--- config.mk ---
export PLATFORM = sky130hd
export DESIGN_NAME = trivium_xor_stage
export DESIGN_NICKNAME = d
export VERILOG_FILES = /design/src/rtl/trivium_xor_stage_pkg.sv /design/src/rtl/ks_byte_packer.sv /design/src/rtl/trivium_xor_stage.sv
export SDC_FILE = /design/constraint.sdc
export NUM_CORES = 1
export LEC_CHECK = 0
export ABC_AREA = 0
export CAP_MARGIN = 20
export CORE_ASPECT_RATIO = 1.5
export CORE_UTILIZATION = 44
export CTS_CLUSTER_DIAMETER = 60
export DETAILED_ROUTE_END_ITERATION = 8
export GPL_ROUTABILITY_DRIVEN = 0
export PLACE_DENSITY = 0.67
export SYNTH_ARGS = -nofsm -noshare
export SYNTH_HDL_FRONTEND = slang
export SYNTH_SLANG_ARGS = --single-unit
--- constraint.sdc ---
create_clock -name clk -period 2.7 [get_ports clk]
set_clock_uncertainty 0.15 [all_clocks]
set_input_delay 0.54 -clock clk [delete_from_list [all_inputs] [get_ports clk]]
set_output_delay 0.54 -clock clk [all_outputs]
set_load 0.005 [all_outputs]
--- src/rtl/trivium_xor_stage_pkg.sv ---
// Shared definitions for the Trivium keystream consumer: FSM state encoding
// and the cipher's fixed dimensions.
package trivium_pkg;

    typedef enum logic [1:0] {
        ST_IDLE   = 2'd0,
        ST_WARMUP = 2'd1,
        ST_FILL   = 2'd2,
        ST_HOLD   = 2'd3
    } xor_state_e;

    localparam int TRIVIUM_WARMUP = 1152;
    localparam int KEY_W          = 80;
    localparam int IV_W           = 80;

endpackage

--- src/rtl/ks_byte_packer.sv ---
// Collects serial keystream bits LSB-first into one byte. The bit count
// saturates at 7; `full` flags the shift that completes the byte.
module ks_byte_packer (
    input  logic       clk,
    input  logic       rst_n,
    input  logic       clr,
    input  logic       shift_en,
    input  logic       bit_in,
    output logic [7:0] ks_byte,
    output logic       full
);

    logic [2:0] bit_cnt;

    assign full = shift_en && !clr && (bit_cnt == 3'd7);

    always_ff @(posedge clk or negedge rst_n) begin
        if (!rst_n) begin
            ks_byte <= 8'h00;
            bit_cnt <= 3'd0;
        end else if (clr) begin
            ks_byte <= 8'h00;
            bit_cnt <= 3'd0;
        end else if (shift_en) begin
            ks_byte[bit_cnt] <= bit_in;
            if (bit_cnt != 3'd7) begin
                bit_cnt <= bit_cnt + 3'd1;
            end
        end
    end

endmodule

--- src/rtl/trivium_xor_stage.sv ---
// Gates the Trivium core through warm-up, packs its keystream into bytes and
// XORs each byte with one input stream byte onto a valid/ready output.
//
// state  | meaning
// IDLE   | after reset, core stalled, waiting for start
// WARMUP | core running, keystream discarded
// FILL   | core running, 8 keystream bits shifted into the packer
// HOLD   | core stalled, keystream byte waiting for one din byte
module trivium_xor_stage
    import trivium_pkg::*;
#(
    parameter int WARMUP_CYCLES = TRIVIUM_WARMUP
) (
    input  logic       clk,
    input  logic       rst_n,
    input  logic       start,
    input  logic       ks_bit,
    output logic       core_en,
    output logic       busy,
    input  logic [7:0] din,
    input  logic       din_valid,
    output logic       din_ready,
    output logic [7:0] dout,
    output logic       dout_valid,
    input  logic       dout_ready
);

    localparam int              WU_W    = $clog2(WARMUP_CYCLES + 1);
    localparam logic [WU_W-1:0] WU_LOAD = WU_W'(WARMUP_CYCLES);
    localparam logic [WU_W-1:0] WU_ONE  = WU_W'(1);

    xor_state_e      state, state_nxt;
    logic [WU_W-1:0] wu_cnt, wu_cnt_nxt;
    logic            xfer;
    logic            pk_clr;
    logic            pk_shift;
    logic            pk_full;
    logic [7:0]      ks_byte;

    assign core_en   = (state == ST_WARMUP) || (state == ST_FILL);
    assign busy      = (state == ST_WARMUP);
    assign din_ready = (state == ST_HOLD) && (!dout_valid || dout_ready);
    assign pk_shift  = (state == ST_FILL);
    // A start pulse outranks a coincident handshake.
    assign xfer      = din_valid && din_ready && !start;

    ks_byte_packer u_packer (
        .clk      (clk),
        .rst_n    (rst_n),
        .clr      (pk_clr),
        .shift_en (pk_shift),
        .bit_in   (ks_bit),
        .ks_byte  (ks_byte),
        .full     (pk_full)
    );

    always_ff @(posedge clk or negedge rst_n) begin
        if (!rst_n) begin
            state  <= ST_IDLE;
            wu_cnt <= '0;
        end else begin
            state  <= state_nxt;
            wu_cnt <= wu_cnt_nxt;
        end
    end

    always_comb begin
        state_nxt  = state;
        wu_cnt_nxt = wu_cnt;
        pk_clr     = 1'b0;
        if (start) begin
            state_nxt  = ST_WARMUP;
            wu_cnt_nxt = WU_LOAD;
            pk_clr     = 1'b1;
        end else begin
            case (state)
                ST_IDLE: begin
                end
                ST_WARMUP: begin
                    wu_cnt_nxt = wu_cnt - WU_ONE;
                    if (wu_cnt == WU_ONE) begin
                        state_nxt = ST_FILL;
                    end
                end
                ST_FILL: begin
                    if (pk_full) begin
                        state_nxt = ST_HOLD;
                    end
                end
                ST_HOLD: begin
                    if (xfer) begin
                        state_nxt = ST_FILL;
                        pk_clr    = 1'b1;
                    end
                end
                default: state_nxt = ST_IDLE;
            endcase
        end
    end

    always_ff @(posedge clk or negedge rst_n) begin
        if (!rst_n) begin
            dout       <= 8'h00;
            dout_valid <= 1'b0;
        end else if (start) begin
            dout_valid <= 1'b0;
        end else if (xfer) begin
            dout       <= din ^ ks_byte;
            dout_valid <= 1'b1;
        end else if (dout_ready) begin
            dout_valid <= 1'b0;
        end
    end

endmodule

==> results.ini <==
[clock_network]
post_cts_buffers=0
cts_htree_levels=2
cts_hold_buf=0
cts_buffers=5
path_clk_slew_ns=0.06
clkSinkCount=33
cts_buffer_depth=2
cts_tree=built
root_buffer=clkbuf_8
worstSkewPairLatency_ns=0.28
cts-resized-gates=0

[timing]
hold_violations=0
fin_tns_setup_ns=0
fmax_ghz=0.406
tightestPinTransition_ns=0.537
slew_viol_final=0
period_needed_ns=2.46
setup_viol_count_final=0
timing.slew.headroom_pct=64.1
finalCritPeriodShare_pct=91.2
rsz0062_at_grt=no

[power_and_ir_drop]
p_leak_nw=0.903
p_per_area_nw_per_um2=875
irDropWorstVdd_mv=0.490

[job]
drv_cap=0

[floorplan]
initial_core_util_pct=46.2
die_h_um=77.8
rows=27
dieWidth_um=52.5
core_area_um2=3650
io_pins=26
dieArea_um2=4080

[drt]
vias_per_cell=5.16
vias=1212
first_iter_violations=23
drt-wirelength-per-cell_um=13.5
drc=0
wl_um=3180
drt_pre_antenna_iters=4
ant_nets=0

[setup_path]
cp_max_fo=2
crit_path_start_kind=input pin
crit_required_ns=2.01
end_kind=output pin
critPathKind=input pin to output pin
crit_arrival_ns=1.77

[global_route]
grt_max_degree=34
grt_pass1_vias=1213
grt.total_usage_pct=17.8
grt_first_pass_wirelength_um=5320
grt-ovfl-total=0
antenna_found_initial=0

[logic_synthesis]
syn-num-nets=186
synth_top_area_share_pct=49.0
synth_ff_type=dfrtp_1
syn_inst=165
synth_seq_area_share_pct=49.0
synthArstFlopShare_pct=100
ys_warn_count=0
yosysTopAreaCell=dfrtp_1
synth_seq_cells=33
synth_area_um2=1680
synth_edf_count=0
synth_area_leaders=dfrtp_1 (49%), xnor2_1 (7.3%), mux2i_1 (5.9%), nor2_1 (5.6%), ha_1 (5.2%)
syn_area_per_cell_um2=10.2
synth_cell_type_count=31

[outcome]
status=completed

[worst_hold_path]
hp-class=register to register

[place]
dpl_cell_area_um2=1980
io_buffers=25
hpwl_um=2340

[layout]
design_area_um2=2060
post-route-util_pct=56.3
synthToLayoutAreaGrowth_pct=22.1
diodes=0
drive_gt1_share_pct=5.73
final_nets=212

[stage by stage]
| stage | total power (W) | setup slack, ns | std cells | hold slack, ns |
|---|---|---|---|---|
| 2_1_floorplan | 0.00116 | 0.731 | 165 | 0.0944 |
| 3_3_place_gp | 0.00143 | 0.281 | 227 | 0.316 |
| 3_5_place_dp | 0.00146 | 0.232 | 227 | 0.328 |
| 4_1_cts | 0.00182 | 0.229 | 235 | 0.342 |
| 5_1_grt | 0.00193 | 0.180 | 235 | 0.365 |
| 6_report | 0.00180 | 0.238 | 235 | 0.333 |
[per-layer routing]
metal,GRT usage (%),part of all wire (%),up-vias
li1,-,-,601
met1,19.4,42,588
met2,30.6,53,16
met3,5.88,3.1,7
met4,7.11,1.8,0
met5,0,0,-
[path summary, 6_finish.rpt]
path | from | end | slack, ns | cells after the start
max | dout_ready | din_ready | 0.24 | 4
min | dout[6] | dout[6] | 0.33 | 2
max reg2reg | state[1] | wu_cnt[8] | 0.57 | 6
min reg2reg | dout[6] | dout[6] | 0.33 | 2
max in group asynchronous | rst_n | dout_valid | 1.59 | 2
min in group asynchronous | rst_n | wu_cnt[2] | 0.50 | 2
[state kept, by name, summed over array words and instances, names as in the netlist]
| register | flops |
|---|---|
| u_packer.ks_byte | 8 |
| state | 2 |
| wu_cnt | 11 |
| dout | 8 |
| dout_valid | 1 |
| u_packer.bit_cnt | 3 |
[report_power, final]
group | leakage (nW) | internal [W] | switching [W]
combinational | 0.434 | 0.000390 | 0.000331
clock | 0.0395 | 0.000183 | 0.000167
sequential | 0.429 | 0.000620 | 0.000107
total | 0.903 | 0.00119 | 0.000605
[layout by cell type (no fill, tap or decap)]
master,Yosys,layout
a211oi_1,1,1
a21oi_1,2,2
a221o_1,1,1
and2_1,1,1
buf_4,0,3
clkbuf_1,8,3
clkbuf_8,0,5
clkdlybuf4s50_1,0,25
dfrtp_1,33,33
ha_1,7,7
inv_1,5,5
mux2i_1,10,10
nand2_1,13,13
nand2b_1,5,5
nand3_1,2,2
nand4_1,2,2
nand4b_1,2,2
nand4bb_1,1,1
nor2_1,25,25
nor2b_1,3,3
nor3_1,4,4
nor3b_1,4,4
nor4_1,1,1
nor4b_1,1,1
o21ai_0,8,8
o21bai_1,1,1
o31ai_1,1,1
o41ai_4,1,1
or3_1,1,1
or3_2,1,1
or4_4,1,1
xnor2_1,14,14
xor2_1,5,5
[Yosys cell counts (2+ instances only)]
library cell	instances
nor3b_1	4
xor2_1	5
o21ai_0	8
nand3_1	2
mux2i_1	10
a21oi_1	2
nor3_1	4
clkbuf_1	8
inv_1	5
nand4_1	2
nand4b_1	2
nand2b_1	5
ha_1	7
nor2_1	25
nand2_1	13
dfrtp_1	33
nor2b_1	3
xnor2_1	14
[cell type report]
type | instances | area (um2)
Tap cell | 43 | 53.8
Timing Repair Buffer | 28 | 273
Multi-Input combinational cell | 118 | 805
Sequential cell | 33 | 826
Fill cell | 324 | 1590
Inverter | 5 | 18.8
Clock buffer | 8 | 80.1
[cell families (layout without fill, tap and decap cells)]
group / count (synthesis) / count (layout) / synth area share, %
multiplexers: 10 / 10 / 5.94
buffers and inverters: 14 / 41 / 3.19
AND/OR/NAND/NOR: 67 / 67 / 20.2
AO/OA/AOI/OAI: 15 / 15 / 6.54
flip-flops: 33 / 33 / 49.0
adder cells (fa/ha/maj): 7 / 7 / 5.20
XOR/XNOR: 19 / 19 / 9.88
[worst max-delay path: stages]
cell	delay, ns
clkdlybuf4s50_1	0.48
nand2b_1	0.13
and2_1	0.13
clkdlybuf4s50_1	0.50
Note: power is estimated with default switching activity, not from simulation.
